File: config.mk
export PLATFORM = sky130hd
export DESIGN_NAME = uart_word_io
export DESIGN_NICKNAME = d
export VERILOG_FILES = /design/src/rtl/uart_io_pkg.sv /design/src/rtl/byte_fifo.sv /design/src/rtl/uart_word_io.sv
export SDC_FILE = /design/constraint.sdc
export NUM_CORES = 1
export LEC_CHECK = 0
export CORE_AREA = 2 2 144 146
export DETAILED_ROUTE_END_ITERATION = 16
export DIE_AREA = 0 0 146 148
export PLACE_DENSITY = 0.82
export SLEW_MARGIN = 20
export SYNTH_ARGS = -nofsm -noshare
export SYNTH_HDL_FRONTEND = slang
export SYNTH_SLANG_ARGS = --single-unit
File: constraint.sdc
create_clock -name CLK -period 2.5 [get_ports CLK]
set_input_delay 0.75 -clock CLK [delete_from_list [all_inputs] [get_ports CLK]]
set_output_delay 0.75 -clock CLK [all_outputs]
set_load 0.05 [all_outputs]
File: src/rtl/uart_io_pkg.sv
// Shared types and constants for the word-level UART I/O engine and the core's IN/OUT decode.
// No logic here; latency and backpressure belong to the modules that import it.
package uart_io_pkg;

  localparam int BYTE_W = 8;

  localparam logic [5:0] OP_IN  = 6'b111011;
  localparam logic [5:0] OP_OUT = 6'b111100;

  typedef enum logic [1:0] {
    IDLE,
    RX_GATHER,
    TX_SEND,
    DONE
  } io_state_t;

endpackage

File: src/rtl/byte_fifo.sv
// Byte FIFO with a combinational head read. Latency: a push is poppable from the next cycle.
// Backpressure: a push when full is dropped unless a pop happens in the same cycle.
module byte_fifo
  import uart_io_pkg::*;
#(
  parameter int DEPTH = 16
) (
  input  logic                     CLK,
  input  logic                     RST_N,
  input  logic                     push,
  input  logic [BYTE_W-1:0]        din,
  input  logic                     pop,
  output logic [BYTE_W-1:0]        data,
  output logic                     full,
  output logic                     empty,
  output logic [$clog2(DEPTH):0]   count
);

  localparam int AW = $clog2(DEPTH);

  logic [BYTE_W-1:0] mem [DEPTH];
  logic [AW-1:0]     wr_ptr;
  logic [AW-1:0]     rd_ptr;
  logic              do_push;
  logic              do_pop;

  assign empty   = (count == '0);
  assign full    = (count == (AW+1)'(DEPTH));
  assign do_pop  = pop && !empty;
  // A pop frees the slot at the edge, so a push into a full FIFO is still accepted.
  assign do_push = push && (!full || do_pop);
  assign data    = mem[rd_ptr];

  always_ff @(posedge CLK) begin
    if (do_push) mem[wr_ptr] <= din;
  end

  always_ff @(posedge CLK or negedge RST_N) begin
    if (!RST_N) begin
      wr_ptr <= '0;
      rd_ptr <= '0;
      count  <= '0;
    end else begin
      if (do_push) wr_ptr <= wr_ptr + AW'(1);
      if (do_pop)  rd_ptr <= rd_ptr + AW'(1);
      count <= count + (AW+1)'(do_push) - (AW+1)'(do_pop);
    end
  end

endmodule

File: src/rtl/uart_word_io.sv
// Word-level IN/OUT engine over a byte UART. Latency: IN with bytes buffered completes N+1 cycles after in_req; OUT acks N+1 cycles after out_req.
// Backpressure: RX bytes buffered in a FIFO (overflow is sticky); TX bytes held on tx_data until tx_ready.
module uart_word_io
  import uart_io_pkg::*;
#(
  parameter int WORD_BYTES = 4,
  parameter int FIFO_DEPTH = 16,
  parameter bit MSB_FIRST  = 1'b1
) (
  input  logic                           CLK,
  input  logic                           RST_N,
  input  logic [7:0]                     rx_data,
  input  logic                           rx_valid,
  output logic [7:0]                     tx_data,
  output logic                           tx_enable,
  input  logic                           tx_ready,
  input  logic                           in_req,
  output logic [8*WORD_BYTES-1:0]        in_data,
  output logic                           in_valid,
  input  logic                           out_req,
  input  logic [8*WORD_BYTES-1:0]        out_data,
  output logic                           out_done,
  output logic                           busy,
  output logic [$clog2(FIFO_DEPTH):0]    rx_count,
  output logic                           rx_overflow
);

  localparam int WW = BYTE_W * WORD_BYTES;
  localparam int CW = $clog2(WORD_BYTES + 1);
  localparam logic [CW-1:0] LAST = CW'(WORD_BYTES - 1);

  io_state_t          state_q, state_d;
  logic [CW-1:0]      k_q;
  logic               dir_in_q;
  logic [WW-1:0]      acc_q;
  logic [WW-1:0]      acc_next;
  logic [WW-1:0]      in_word_q;
  logic [WW-1:0]      tx_word_q;
  logic [BYTE_W-1:0]  fifo_head;
  logic               fifo_full;
  logic               fifo_empty;
  logic               fifo_pop;
  logic               overflow_q;
  logic               tx_acc;

  // Bit position of byte k on the wire; RX and TX share this ordering.
  function automatic int slot_lsb(input logic [CW-1:0] k);
    return BYTE_W * (MSB_FIRST ? (WORD_BYTES - 1 - int'(k)) : int'(k));
  endfunction

  byte_fifo #(
    .DEPTH (FIFO_DEPTH)
  ) u_rx_fifo (
    .CLK   (CLK),
    .RST_N (RST_N),
    .push  (rx_valid),
    .din   (rx_data),
    .pop   (fifo_pop),
    .data  (fifo_head),
    .full  (fifo_full),
    .empty (fifo_empty),
    .count (rx_count)
  );

  always_ff @(posedge CLK or negedge RST_N) begin
    if (!RST_N) state_q <= IDLE;
    else        state_q <= state_d;
  end

  always_comb begin
    state_d   = state_q;
    fifo_pop  = 1'b0;
    tx_enable = 1'b0;
    tx_data   = '0;
    in_valid  = 1'b0;
    out_done  = 1'b0;
    case (state_q)
      IDLE: begin
        if (in_req)       state_d = RX_GATHER;
        else if (out_req) state_d = TX_SEND;
      end
      RX_GATHER: begin
        fifo_pop = !fifo_empty;
        if (!fifo_empty && k_q == LAST) state_d = DONE;
      end
      TX_SEND: begin
        tx_enable = 1'b1;
        tx_data   = tx_word_q[slot_lsb(k_q) +: BYTE_W];
        if (tx_ready && k_q == LAST) state_d = DONE;
      end
      DONE: begin
        in_valid = dir_in_q;
        out_done = !dir_in_q;
        state_d  = IDLE;
      end
      default: state_d = IDLE;
    endcase
  end

  always_comb begin
    acc_next = acc_q;
    acc_next[slot_lsb(k_q) +: BYTE_W] = fifo_head;
  end

  assign tx_acc      = tx_enable && tx_ready;
  assign in_data     = in_word_q;
  assign busy        = (state_q != IDLE);
  assign rx_overflow = overflow_q;

  always_ff @(posedge CLK or negedge RST_N) begin
    if (!RST_N) begin
      k_q        <= '0;
      dir_in_q   <= 1'b0;
      acc_q      <= '0;
      in_word_q  <= '0;
      tx_word_q  <= '0;
      overflow_q <= 1'b0;
    end else begin
      if (rx_valid && fifo_full && !fifo_pop) overflow_q <= 1'b1;
      if (state_q == IDLE) begin
        k_q <= '0;
        if (in_req) begin
          dir_in_q <= 1'b1;
          acc_q    <= '0;
        end else if (out_req) begin
          dir_in_q  <= 1'b0;
          tx_word_q <= out_data;
        end
      end
      // The finished word goes straight to in_data so it is valid in the DONE cycle.
      if (fifo_pop) begin
        acc_q <= acc_next;
        k_q   <= k_q + CW'(1);
        if (k_q == LAST) in_word_q <= acc_next;
      end
      if (tx_acc) k_q <= k_q + CW'(1);
    end
  end

endmodule

==> results.py <==
metrics = {
    "worst_setup_path": {
        "end_kind": "output port",
        "worstPathArrival_ns": 1.86,
        "path_cells": "buf_12 > mux4_2 > and3_4 > buf_8",
        "cp_num_buf_inv": 2,
        "slowest_delay_ns": 0.50,
        "worstReg2RegStart": "u_rx_fifo.count[3]$_DFF_PN0_",
        "worst-path-stages": 4,
        "critical-path-top-delay-family": "multiplexers",
        "rr_endpoint": "u_rx_fifo.count[2]$_DFF_PN0_",
        "path_class": "flop to output port",
        "critPathRequiredTime_ns": 1.75,
        "start_kind": "flop",
        "reg2reg_setup_slack_ns": 0.01,
        "crit_end": "tx_data[6]",
        "cp_slowest_cell": "mux4_2",
        "ff2ff_path_depth": 12,
        "crit_start": "k_q[0]$_DFFE_PN0P_",
        "critPathMaxFanout": 3,
    },
    "synth": {
        "synth_edf_count": 128,
        "yosys-top-cells-count": "128 x edfxtp_1, 116 x dfrtp_1, 44 x nand2_1",
        "synth_cell_types": 47,
        "netlist_top_cells_area": "edfxtp_1 37%, dfrtp_1 28%, mux4_2 7.2%",
        "syn_area_um2": 10300,
        "ys.flop_type": "edfxtp_1",
        "ys_ff_latch": 244,
        "synth_fp_nets": 732,
        "ys_warn_count": 0,
        "syn_inst": 665,
        "yosysSeqAreaShare": 0.656,
        "yosysTopAreaCell": "edfxtp_1",
        "yosysMostFrequentCell": "edfxtp_1",
        "ys_async_sr_fraction": 0.475,
        "synth_area_per_cell_um2": 15.5,
        "yosys.area.top_type_share": 0.374,
    },
    "detailed_routing": {
        "ant_nets": 0,
        "num_vias": 6528,
        "route.detailed.drc": 0,
        "vias_per_cell": 5.94,
        "drt-wirelength-per-cell_um": 22.0,
        "drt_iter0_drc": 555,
        "first_pass_iters": 5,
        "drt-total-wl_um": 24200,
    },
    "timing": {
        "fin_crit_sh": 1.04,
        "worstMarginPinSlew_ns": 0.684,
        "rsz0062_at_grt": "yes",
        "hold_violations": 0,
        "skew_ns": 0.0219,
        "finalSetupViolCount": 8,
        "fmax_mhz": 384,
        "slew_viol_final": 0,
        "totalNegativeSetupSlack_ns": -0.648,
        "slew_headroom": 0.542,
        "min_period_ns": 2.61,
        "fin_ws_ns": -0.106,
    },
    "clocking": {
        "clk_pin_slew_ns": 0.06,
        "clock_latency_ns": 0.54,
        "clockBufferDepth": 3,
        "clock_sinks": 244,
        "cts_buffers": 25,
        "clock-root-buffer": "clkbuf_16",
        "cts.htree.levels": 1,
        "cts_tree": "done",
    },
    "grt": {
        "grt_max_degree": 36,
        "gr-total-overflow": 0,
        "antenna_found_initial": 0,
        "grt_pass1_vias": 6901,
        "grt_pass1_wl_um": 37600,
        "groute.usage.overall": 0.223,
    },
    "pwr": {
        "cellLeakagePower_nw": 5.23,
        "powerDensity_nw_per_um2": 1340,
        "finalPower_mw": 17.5,
        "irDropWorstVdd_mv": 0.673,
    },
    "die": {
        "die-width_um": 146,
        "fp.dieArea_um2": 21600,
        "rows": 52,
        "die_h_um": 148,
        "core-area_um2": 20000,
        "io_pins": 96,
        "start_util": 0.513,
    },
    "hold_path": {
        "worstHoldPathType": "primary input to asynchronous set/reset pin",
    },
    "placement": {
        "pre_cts_slack_ns": -0.0649,
        "place_congestion": 0.862,
        "portBuffers": 95,
        "hpwl_um": 16300,
    },
    "final_layout": {
        "multi_input_area_um2": 3470,
        "regArea_um2": 6750,
        "drive_above_1_share": 0.259,
        "synthToLayoutAreaGrowth_pct": 26.3,
        "fin_nets": 877,
        "diodes": 0,
        "fillers": 1357,
    },
    "status": {
        "violations": "negative setup slack",
        "status": "finished, violations left",
    },
    "flow_run": {
        "max_cap_viol_count": 0,
    },
}
## placed cells by master, fill, tap and decap left out, types with 4 or more instances in the layout
cell	Yosys	layout
edfxtp_1	128	128
dfrtp_1	116	114
clkdlybuf4s50_1	0	65
buf_4	1	54
nand2_1	44	43
mux4_2	33	33
o2bb2ai_1	32	32
and3_1	33	32
a221o_1	30	30
mux2_2	29	29
clkbuf_16	0	25
nor2_1	22	19
ha_1	20	16
inv_1	20	15
buf_12	0	14
mux2i_1	15	10
nor2b_1	9	9
nand4_1	9	9
dlymetal6s2s_1	0	9
xnor2_1	7	7
and2_4	0	7
a21oi_1	8	7
dlygate4sd2_1	0	7
and4_1	6	6
mux2_1	6	6
inv_2	0	5
nand3_1	5	5
o22ai_1	7	5
nand2b_1	5	5
clkinv_2	0	5
a21o_1	4	4
clkbuf_1	8	4
## registers in the layout (all words and copies together) (netlist names), 2 cells and up
| register | flops |
|---|---|
| u_rx_fifo.rd_ptr | 4 |
| acc_q | 32 |
| u_rx_fifo.mem | 128 |
| k_q | 3 |
| u_rx_fifo.count | 5 |
| tx_word_q | 32 |
| state_q | 2 |
| u_rx_fifo.wr_ptr | 4 |
| in_data | 32 |
## through the flow
step                area [um2]   util  cells  hold WS, ns
floorplan                10300      -    665        0.448
global placement         11900  0.594   1044        0.459
detailed placement       11900  0.594   1044        0.465
CTS                      12800  0.640   1093        0.142
global route             13000  0.648   1099        0.157
finish                   13000  0.648   1099        0.145
## worst min-delay path by stage
stage / start / slack (ns) / endpoint
after CTS: RST_N / 0.14 / tx_word_q[20]$_DFFE_PN0P_
after global placement: rx_overflow$_DFFE_PN0P_ / 0.46 / rx_overflow$_DFFE_PN0P_
final: RST_N / 0.14 / tx_word_q[11]$_DFFE_PN0P_
after global routing: RST_N / 0.16 / tx_word_q[28]$_DFFE_PN0P_
after floorplan: RST_N / 0.45 / acc_q[0]$_DFFE_PN0P_
after detailed placement: rx_overflow$_DFFE_PN0P_ / 0.47 / rx_overflow$_DFFE_PN0P_
## cells by family after synthesis
logic type / share of synthesized area
buffers and inverters: 0.0237
muxes: 0.125
AOI/OAI and AO/OA: 0.0767
and+or+nand+nor: 0.0839
DFF: 0.656
adders and majority gates: 0.0263
xor gates and xnor gates: 0.00851
## report_power, final
group	total (mW)	switching (mW)	internal (mW)
logic	7.76	4.44	3.32
clock network	3.67	1.53	2.15
registers	6.02	0.728	5.29
## timing repair
action                                  4_1_cts  5_1_grt
pin swaps                                     2        7
hold buffers                                  0        0
buffers inserted                              3        6
resized for setup                            30       27
endpoints found under the setup margin       25       43
gates cloned                                  0        0
## metal layers
metal / global-route usage / share of wire
met1: 0.275 / 0.38
met2: 0.402 / 0.53
met3: 0.0373 / 0.059
met4: 0.0748 / 0.028
met5: 0 / 0
## final cells by class
class                           count  share of cell area
Sequential cell                   244               0.520
Clock inverter                     14              0.0108
Clock buffer                       32              0.0525
Timing Repair Buffer              151               0.118
Inverter                           20             0.00578
Tap cell                          270              0.0260
Multi-Input combinational cell    368               0.267
Note: power is estimated with default switching activity, not from simulation.
